<file path="config.mk">
export PLATFORM = sky130hd
export DESIGN_NAME = clock_divider_ctrl
export DESIGN_NICKNAME = d
export VERILOG_FILES = /design/src/rtl/clock_divider_ctrl.sv
export SDC_FILE = /design/constraint.sdc
export NUM_CORES = 1
export LEC_CHECK = 0
export ABC_AREA = 1
export BUFFER_PORTS_ARGS = -buffer_cell sky130_fd_sc_hd__buf_2
export CAP_MARGIN = 20
export CORE_ASPECT_RATIO = 0.9
export CORE_MARGIN = 8
export CORE_UTILIZATION = 42
export DETAILED_ROUTE_END_ITERATION = 6
export GPL_TIMING_DRIVEN = 0
export HOLD_SLACK_MARGIN = 0.05
export MAX_ROUTING_LAYER = met4
export PLACE_DENSITY = 0.6
export SYNTH_ARGS = -nofsm -noshare
export SYNTH_HDL_FRONTEND = slang
export SYNTH_SLANG_ARGS = --single-unit
</file>
<file path="constraint.sdc">
create_clock -name clock_in -period 3.8 [get_ports clock_in]
set_input_delay 0.19 -clock clock_in [delete_from_list [all_inputs] [get_ports clock_in]]
set_output_delay 0.19 -clock clock_in [all_outputs]
set_load 0.02 [all_outputs]
</file>
<file path="src/rtl/clock_divider_ctrl.sv">
// -----------------------------------------------------------------------------
// clock_divider_ctrl
//
// Run-time controller for a slowed-down clock path. Produces a divided clock
// (clock_out) and a one-cycle period tick from the fast clock_in, under the
// control of a start/stop state machine. The divisor is programmed through a
// valid/ready port; while dividing, a new value is parked in a one-entry
// pending slot and only copied into the active divisor at a period boundary,
// so no runt or stretched slow-clock pulse is ever generated.
//
// Optional feature macro: CLKCTRL_PERIOD_COUNT_EN
//   When defined, a 16-bit period_count output counts slow periods started
//   (increments with every tick, wraps, cleared only by reset).
//
// Parameters
//   WIDTH            width of divisor and period counter
//   DEFAULT_DIVISOR  active divisor after reset
//   MIN_DIVISOR      smallest legal divisor (must be >= 2)
//
// Ports
//   clock_in      in   fast clock, all logic on its rising edge
//   reset         in   synchronous active-high reset
//   start         in   level request to begin / resume dividing
//   stop          in   level request to stop at end of current period
//   cfg_valid     in   divisor offered
//   cfg_divisor   in   offered divisor (unsigned, WIDTH bits)
//   cfg_ready     out  controller can accept a divisor
//   cfg_error     out  one-cycle pulse: last accepted divisor was illegal
//   clock_out     out  divided clock
//   tick          out  high in the first fast cycle of each slow period
//   running       out  high while in RUN or STOPPING
//   period_count  out  slow periods started (macro builds only)
// -----------------------------------------------------------------------------
module clock_divider_ctrl #(
    parameter int          WIDTH           = 28,
    parameter int unsigned DEFAULT_DIVISOR = 100000,
    parameter int unsigned MIN_DIVISOR     = 2
) (
    input  logic             clock_in,
    input  logic             reset,
    input  logic             start,
    input  logic             stop,
    input  logic             cfg_valid,
    input  logic [WIDTH-1:0] cfg_divisor,
    output logic             cfg_ready,
    output logic             cfg_error,
    output logic             clock_out,
    output logic             tick,
    output logic             running
`ifdef CLKCTRL_PERIOD_COUNT_EN
    ,
    output logic [15:0]      period_count
`endif
);

    localparam logic [WIDTH-1:0] DEF_D = WIDTH'(DEFAULT_DIVISOR);
    localparam logic [WIDTH-1:0] MIN_D = WIDTH'(MIN_DIVISOR);

    typedef enum logic [1:0] {
        ST_IDLE     = 2'd0,
        ST_RUN      = 2'd1,
        ST_STOPPING = 2'd2
    } state_t;

    state_t           state_reg, state_next;
    logic [WIDTH-1:0] counter_reg, counter_next;
    logic [WIDTH-1:0] divisor_reg, divisor_next;
    logic             pending_valid_reg, pending_valid_next;
    logic [WIDTH-1:0] pending_divisor_reg, pending_divisor_next;
    logic             clock_out_reg, clock_out_next;
    logic             tick_reg, tick_next;
    logic             running_reg, running_next;
    logic             cfg_ready_reg, cfg_ready_next;
    logic             cfg_error_reg, cfg_error_next;

    logic             cfg_fire;
    logic             cfg_legal;
    logic             period_end;
    logic             apply_pending;

    // -------------------------------------------------------------------------
    // State register
    // -------------------------------------------------------------------------
    always_ff @(posedge clock_in) begin
        if (reset) begin
            state_reg           <= ST_IDLE;
            counter_reg         <= '0;
            divisor_reg         <= DEF_D;
            pending_valid_reg   <= 1'b0;
            pending_divisor_reg <= '0;
            clock_out_reg       <= 1'b0;
            tick_reg            <= 1'b0;
            running_reg         <= 1'b0;
            cfg_ready_reg       <= 1'b1;
            cfg_error_reg       <= 1'b0;
        end else begin
            state_reg           <= state_next;
            counter_reg         <= counter_next;
            divisor_reg         <= divisor_next;
            pending_valid_reg   <= pending_valid_next;
            pending_divisor_reg <= pending_divisor_next;
            clock_out_reg       <= clock_out_next;
            tick_reg            <= tick_next;
            running_reg         <= running_next;
            cfg_ready_reg       <= cfg_ready_next;
            cfg_error_reg       <= cfg_error_next;
        end
    end

    // -------------------------------------------------------------------------
    // Next-state and output logic
    // -------------------------------------------------------------------------
    always_comb begin
        state_next           = state_reg;
        counter_next         = counter_reg;
        divisor_next         = divisor_reg;
        pending_valid_next   = pending_valid_reg;
        pending_divisor_next = pending_divisor_reg;

        cfg_fire   = cfg_valid && cfg_ready_reg;
        cfg_legal  = (cfg_divisor >= MIN_D);
        period_end = (state_reg != ST_IDLE) &&
                     (counter_reg == (divisor_reg - WIDTH'(1)));

        case (state_reg)
            ST_IDLE: begin
                counter_next = '0;
                // stop has priority over start in the same cycle
                if (start && !stop) begin
                    state_next = ST_RUN;
                end
            end
            ST_RUN: begin
                counter_next = period_end ? '0 : counter_reg + WIDTH'(1);
                if (stop) begin
                    state_next = ST_STOPPING;
                end
            end
            ST_STOPPING: begin
                counter_next = period_end ? '0 : counter_reg + WIDTH'(1);
                // A resume keeps the counter running undisturbed; only a
                // period end without resume drops back to IDLE.
                if (start && !stop) begin
                    state_next = ST_RUN;
                end else if (period_end) begin
                    state_next   = ST_IDLE;
                    counter_next = '0;
                end
            end
            default: begin
                state_next   = ST_IDLE;
                counter_next = '0;
            end
        endcase

        // A parked divisor is copied at the period boundary. The IDLE term
        // only covers a value that slipped into the slot on the very edge
        // that ended the last period; it is applied one cycle later.
        apply_pending = pending_valid_reg && (period_end || state_reg == ST_IDLE);
        if (apply_pending) begin
            divisor_next       = pending_divisor_reg;
            pending_valid_next = 1'b0;
        end

        // cfg_ready is low whenever the slot is occupied, so a legal transfer
        // never collides with an occupied slot.
        if (cfg_fire && cfg_legal) begin
            if (state_reg == ST_IDLE) begin
                divisor_next = cfg_divisor;
            end else begin
                pending_valid_next   = 1'b1;
                pending_divisor_next = cfg_divisor;
            end
        end

        cfg_error_next = cfg_fire && !cfg_legal;
        // Held low through the copy edge as well, so ready reappears in the
        // cycle after the new divisor has taken over.
        cfg_ready_next = !pending_valid_next && !apply_pending;

        // Outputs are registered versions of what the next cycle looks like,
        // computed against the divisor that the next cycle will use.
        running_next   = (state_next != ST_IDLE);
        tick_next      = running_next && (counter_next == '0);
        clock_out_next = running_next && (counter_next < (divisor_next >> 1));
    end

    assign cfg_ready = cfg_ready_reg;
    assign cfg_error = cfg_error_reg;
    assign clock_out = clock_out_reg;
    assign tick      = tick_reg;
    assign running   = running_reg;

`ifdef CLKCTRL_PERIOD_COUNT_EN
    logic [15:0] period_count_reg;

    always_ff @(posedge clock_in) begin
        if (reset) begin
            period_count_reg <= '0;
        end else if (tick_next) begin
            period_count_reg <= period_count_reg + 16'd1;
        end
    end

    assign period_count = period_count_reg;
`endif

endmodule

</file>
==> results of run 1 <==
## metrics by stage
stage | cells | setup WS, ns | TNS [ns]
after floorplan | 981 | 0.386 | 0
after global placement | 1215 | -0.679 | -0.679
after detailed placement | 1215 | -0.705 | -0.705
after CTS | 1258 | -0.00466 | -0.00466
after global routing | 1268 | -0.179 | -0.179
final | 1268 | -0.00473 | -0.00473
## how the worst min path moves through the flow
stage,from,end,depth (start not counted)
6_report,cfg_divisor[16],divisor_reg[16]$_SDFF_PP1_,3
3_3_place_gp,pending_divisor_reg[15]$_SDFFE_PP0P_,pending_divisor_reg[15]$_SDFFE_PP0P_,2
3_5_place_dp,pending_divisor_reg[15]$_SDFFE_PP0P_,pending_divisor_reg[15]$_SDFFE_PP0P_,2
5_1_grt,cfg_valid,cfg_error$_SDFF_PP0_,3
4_1_cts,cfg_valid,cfg_error$_SDFF_PP0_,3
2_1_floorplan,cfg_divisor[16],divisor_reg[16]$_SDFF_PP1_,2
## logic make-up (layout without fill, tap and decap cells)
logic type,after synthesis,count (layout),share of synthesized area
xor+xnor,49,49,0.0676
buf+inv,160,249,0.102
fa+ha+maj,33,33,0.0650
flops,92,92,0.290
compound gates,147,147,0.127
simple gates,500,500,0.348
## cell type report
class,instances,area share
Buffer,33,0.0255
Tap cell,198,0.0321
Clock buffer,11,0.0328
Timing Repair inverter,1,0.00114
Sequential cell,92,0.240
Clock inverter,5,0.00860
Inverter,127,0.0641
Multi-Input combinational cell,729,0.533
Timing Repair Buffer,72,0.0631
## synth_stat cells, types with 13 or more instances
library cell	number
nand3_1	48
nor4_1	13
nand4_1	24
o21ai_1	18
xor2_1	36
xnor2_1	13
o21ai_0	63
nand2_1	199
nor3_1	25
nor2_1	158
inv_1	123
clkbuf_1	25
dfxtp_1	92
ha_1	33
a21oi_1	43
## per-layer routing
| layer | GRT usage | up-vias | routed length, um |
|---|---|---|---|
| li1 | - | 3363 | - |
| met1 | 0.292 | 3170 | 10200 |
| met2 | 0.362 | 257 | 10000 |
| met3 | 0.0518 | 34 | 1630 |
| met4 | 0.0641 | 0 | 468 |
| met5 | - | - | 0 |
## worst reg2reg max path, cell delays in order (launching register included)
cell	delay, ns
dfxtp_4	0.37
inv_4	0.07
ha_4	0.18
nand2_8	0.08
nor2_4	0.16
buf_12	0.13
nand4_1	0.13
or2_1	0.27
nand2_1	0.08
nand2_2	0.06
nand2_2	0.08
nor2_4	0.05
buf_4	0.12
buf_4	0.12
nand3_2	0.12
nand2_4	0.11
buf_4	0.16
buf_6	0.13
nor2_1	0.22
ha_1	0.31
a21oi_2	0.13
nor2_1	0.06
a211oi_2	0.15
o221a_2	0.23
nand2_2	0.07
a21oi_2	0.14
## repair_timing
action,in CTS,in global routing
endpoints found under the hold margin,0,0
pin swaps,36,45
endpoints found under the setup margin,1,1
buffers inserted,26,10
cloned,1,1
resized for setup,40,53
## power groups by stage
stage | combinational, mW | clock [mW] | sequential, mW
after floorplan | 0.431 | 0 | 1.10
after global placement | 0.599 | 0 | 1.11
after detailed placement | 0.607 | 0 | 1.11
after CTS | 0.677 | 1.00 | 1.09
after global routing | 0.814 | 1.04 | 1.10
final | 0.741 | 0.996 | 1.09
==> results.sh, run 1 <==
export IMPL_worst_pin_slew_ns=0.739
export IMPL_cp_depth=25
export IMPL_syn_area_per_cell_um2=6.47
export IMPL_worst_slack_ns=-0.00473
export IMPL_cts_root_buf="clkbuf_16"
export IMPL_startpoint="divisor_reg[0]$_SDFF_PP0_"
export IMPL_async_reset_ff_frac=0
export IMPL_clk_latency_ns=0.36
export IMPL_yosysWarnings=0
export IMPL_worstReg2RegStart="divisor_reg[0]$_SDFF_PP0_"
export IMPL_grt_max_degree=17
export IMPL_initial_core_util=0.430
export IMPL_syn_inst=981
export IMPL_min_path_type="input port to flip-flop"
export IMPL_avgViaCountPerCell=5.38
export IMPL_antenna_found_initial=0
export IMPL_die_area_um2=19300
export IMPL_total_power_mw=2.83
export IMPL_cp_top_family="simple AND/OR/NAND/NOR gates"
export IMPL_crit_slowest_cell="dfxtp_4"
export IMPL_drc=0
export IMPL_cp_num_buf_inv=6
export IMPL_design_area_um2=7710
export IMPL_regToRegEndpoint="clock_out$_SDFF_PP0_"
export IMPL_io_buffers=36
export IMPL_cp_start_kind="flip-flop"
export IMPL_seq_area_frac_synth=0.290
export IMPL_antenna_left=0
export IMPL_rows=42
export IMPL_clock_skew_ns=0.00848
export IMPL_hold_buffers=0
export IMPL_cts_sinks=92
export IMPL_whs_ns=0.111
export IMPL_worstSetupPathType="flip-flop to flip-flop"
export IMPL_nFillCells=1515
export IMPL_period_needed_ns=3.80
export IMPL_status="finished, violations left"
export IMPL_drt_iter0_markers=607
export IMPL_grt_pass1_vias=6464
export IMPL_slew_headroom=0.507
export IMPL_placed_area_um2=6780
export IMPL_cp_end_kind="flip-flop"
export IMPL_yosys_area_top_type="dfxtp_1"
export IMPL_clkPwrFrac=0.352
export IMPL_synth_area_um2=6350
export IMPL_die_h_um=133
export IMPL_cts_tree="built"
export IMPL_violations="setup timing"
export IMPL_rr_worst_depth=25
export IMPL_power_share_sequential=0.386
export IMPL_multi_input_area_um2=4110
export IMPL_final_seq_area_um2=1850
export IMPL_synth_edf_count=0
export IMPL_max_freq_mhz=263
export IMPL_syn2layout_area_growth_pct=21.5
export IMPL_final_cell_mix="183 x nand2_1, 149 x nor2_1, 121 x inv_1"
export IMPL_r2r_setup_slack_ns=-0.005
export IMPL_ioPinCount=38
export IMPL_vdd_drop_max_mv=0.246
export IMPL_gp_congestion=0.973
export IMPL_final_util=0.522
export IMPL_core_area_um2=14800
export IMPL_maxCapViolations=0
export IMPL_h_tree_depth=3
export IMPL_critical_path_required_ns=4.10
export IMPL_fin_nets=1131
export IMPL_period_share=1.00
export IMPL_yosys_top_cells_area="dfxtp_1 29%, nand2_1 12%, nor2_1 9.3%"
export IMPL_slew_viol_final=0
export IMPL_routed_wl_um=22400
export IMPL_final_common_cell="nand2_1"
export IMPL_syn_nets=1047
export IMPL_drive_gt1_frac=0.174
export IMPL_antennaDiodeCount=0
export IMPL_hold_viol=0
export IMPL_die_width_um=146
export IMPL_rsz0062_at_grt="true"
export IMPL_arrival_ns=4.10
export IMPL_ys_flop_type="dfxtp_1"
export IMPL_ys_seq_elements=92
export IMPL_cp_slowest_stage_delay_ns=0.37
export IMPL_drt_pass1_iterations=5
export IMPL_clkTransAtPathRegs_ns=0.07
export IMPL_drt_wirelength_per_cell_um=17.7
export IMPL_p_leak_nw=3.45
export IMPL_setup_violations=1
export IMPL_vias=6824
export IMPL_numCtsBuffers=9
export IMPL_dpl_hpwl_um=17400
export IMPL_power_switching_mw=0.967
export IMPL_gr_usage_all_layers=0.231
export IMPL_overflow=0
export IMPL_powerDensity_nw_per_um2=367
export IMPL_path_max_fanout=10
export IMPL_grt_pass1_wl_um=34100
export IMPL_critPathCapture="clock_out$_SDFF_PP0_"
export IMPL_p_int_mw=1.86
export IMPL_ys_types=42
export IMPL_p_comb_frac=0.262
export IMPL_yosysTopAreaCellShare=0.290
export IMPL_sw_frac_of_total=0.342
export IMPL_clk_path_buf_depth=2
No activity file was read; power rests on OpenSTA's default activity.
==> inputs of run 2 (changes only) <==
Settings changed: PLACE_DENSITY 0.6 to 0.62, SKIP_LAST_GASP set to 1.
Clock period 3.8 ns to 3.45 ns, I/O delays scaled along.
==> results.sh, run 2 (same netlist as run 1, synthesis figures left out) <==
export IMPL_min_path_type="input port to flip-flop"
export IMPL_grt_pass1_wl_um=33200
export IMPL_worstSetupPathType="flip-flop to flip-flop"
export IMPL_dpl_hpwl_um=17000
export IMPL_clk_latency_ns=0.36
export IMPL_whs_endpoint="divisor_reg[24]$_SDFF_PP0_"
export IMPL_max_freq_mhz=254
export IMPL_die_width_um=146
export IMPL_worst_slack_ns=-0.484
export IMPL_hold_depth=3
export IMPL_worstReg2RegStart="divisor_reg[0]$_SDFF_PP0_"
export IMPL_final_common_cell="nand2_1"
export IMPL_antennaDiodeCount=0
export IMPL_hp_start="cfg_divisor[24]"
export IMPL_die_h_um=133
export IMPL_h_tree_depth=3
export IMPL_vias=6661
export IMPL_slew_viol_final=0
export IMPL_hold_buffers=0
export IMPL_io_buffers=36
export IMPL_gp_congestion=0.987
export IMPL_drt_wirelength_per_cell_um=17.2
export IMPL_slew_headroom=0.516
export IMPL_gr_usage_all_layers=0.225
export IMPL_cts_sinks=92
export IMPL_antenna_found_initial=0
export IMPL_routed_wl_um=21700
export IMPL_maxCapViolations=0
export IMPL_vdd_drop_max_mv=0.261
export IMPL_die_area_um2=19300
export IMPL_initial_core_util=0.430
export IMPL_clock_skew_ns=0.0123
export IMPL_numCtsBuffers=9
export IMPL_period_share=1.14
export IMPL_drc=0
export IMPL_rr_worst_depth=26
export IMPL_avgViaCountPerCell=5.29
export IMPL_powerDensity_nw_per_um2=411
export IMPL_status="finished, violations left"
export IMPL_overflow=0
export IMPL_worst_pin_slew_ns=0.725
export IMPL_grt_max_degree=17
export IMPL_p_leak_nw=3.39
export IMPL_grt_pass1_vias=6201
export IMPL_path_max_fanout=8
export IMPL_setup_violations=1
export IMPL_period_needed_ns=3.93
export IMPL_drt_pass1_iterations=5
export IMPL_r2r_setup_slack_ns=-0.48
export IMPL_arrival_ns=4.22
export IMPL_violations="setup timing"
export IMPL_setup_tns_ns=-0.484
export IMPL_cts_tree="built"
export IMPL_fin_nets=1123
export IMPL_rsz0062_at_grt="true"
export IMPL_drt_iter0_markers=668
export IMPL_clkTransAtPathRegs_ns=0.08
export IMPL_nFillCells=1505
export IMPL_syn2layout_area_growth_pct=18.6
export IMPL_rows=42
export IMPL_drive_gt1_frac=0.151
export IMPL_cp_end_kind="flip-flop"
export IMPL_antenna_left=0
export IMPL_hold_viol=0
export IMPL_cp_start_kind="flip-flop"
export IMPL_core_area_um2=14800
export IMPL_critical_path_required_ns=3.74
export IMPL_regToRegEndpoint="clock_out$_SDFF_PP0_"
export IMPL_final_cell_mix="191 x nand2_1, 151 x nor2_1, 122 x inv_1"
export IMPL_clk_path_buf_depth=2
export IMPL_ioPinCount=38
export IMPL_final_util=0.510
export IMPL_cts_root_buf="clkbuf_16"
==> run 2: changes by cell type in the layout (fill, tap and decap cells not counted), moves of 3 or more <==
cell     before  now
nand2_1     183  191
buf_4        32   28
nand2_2      14   10
nand2_4       5    1
o21ai_1      22   19
nand3_1      41   44
==> run 2: how the worst max path moves through the flow <==
stage,from,end,cells past startpoint
2_1_floorplan,divisor_reg[0]$_SDFF_PP0_,clock_out$_SDFF_PP0_,26
3_3_place_gp,divisor_reg[0]$_SDFF_PP0_,clock_out$_SDFF_PP0_,27
3_5_place_dp,divisor_reg[0]$_SDFF_PP0_,clock_out$_SDFF_PP0_,27
4_1_cts,divisor_reg[0]$_SDFF_PP0_,clock_out$_SDFF_PP0_,27
5_1_grt,divisor_reg[7]$_SDFF_PP1_,clock_out$_SDFF_PP0_,27
6_report,divisor_reg[0]$_SDFF_PP0_,clock_out$_SDFF_PP0_,26
==> run 2: what timing repair did <==
| action | in CTS | in global routing |
|---|---|---|
| pin swaps | 27 | 43 |
| cloned | 0 | 1 |
| setup buffers | 24 | 7 |
| endpoints found under the setup margin | 11 | 3 |
| resized for setup | 30 | 38 |
==> run 2: per-layer routing <==
layer | track usage | wire length [um]
met1 | 0.294 | 10200
met2 | 0.339 | 9360
met3 | 0.0474 | 1630
met4 | 0.0734 | 505
met5 | - | 0
==> run 2: through the flow <==
stage	power (mW)	hold slack (ns)	area (um^2)	worst slack, ns	cells
after global placement	1.88	0.434	6780	-1.04	1215
after global routing	3.24	0.118	7530	-0.685	1260
after floorplan	1.68	0.320	6350	0.0358	981
after detailed placement	1.89	0.434	6780	-1.05	1215
after CTS	3.05	0.0865	7380	-0.394	1255
final	3.10	0.103	7530	-0.484	1260
==> run 2: power breakdown <==
group / switching, mW / internal [mW]
combinational: 0.490 / 0.293
sequential: 0.0694 / 1.13
clock: 0.467 / 0.642
==> run 2: worst max-delay path, stage by stage (launching register included) <==
cell,delay [ns]
dfxtp_4,0.37
inv_4,0.06
ha_4,0.17
nand2_8,0.08
nor2_4,0.24
nand4_1,0.19
or2_1,0.28
nand2_1,0.07
nand2_1,0.07
nand2_1,0.08
nor2_2,0.05
nand2_2,0.14
nand2_2,0.09
nand2_2,0.11
buf_12,0.16
clkinv_8,0.08
buf_6,0.14
a211oi_2,0.20
a21oi_2,0.07
ha_1,0.36
a21oi_2,0.17
o21ai_1,0.08
a31oi_1,0.18
nor2_1,0.07
nor2_1,0.09
nand3_1,0.11
a21oi_2,0.14
==> run 2: cell type report <==
class                      count  area [um^2]  share of cell area
multi-input combinational    729         4020               0.533
sequential                    92         1850               0.246
inverter                     127          492              0.0653
timing repair buffer          65          405              0.0538
tap                          198          248              0.0329
clock buffer                  10          229              0.0304
buffer                        33          196              0.0261
clock inverter                 6         93.8              0.0125
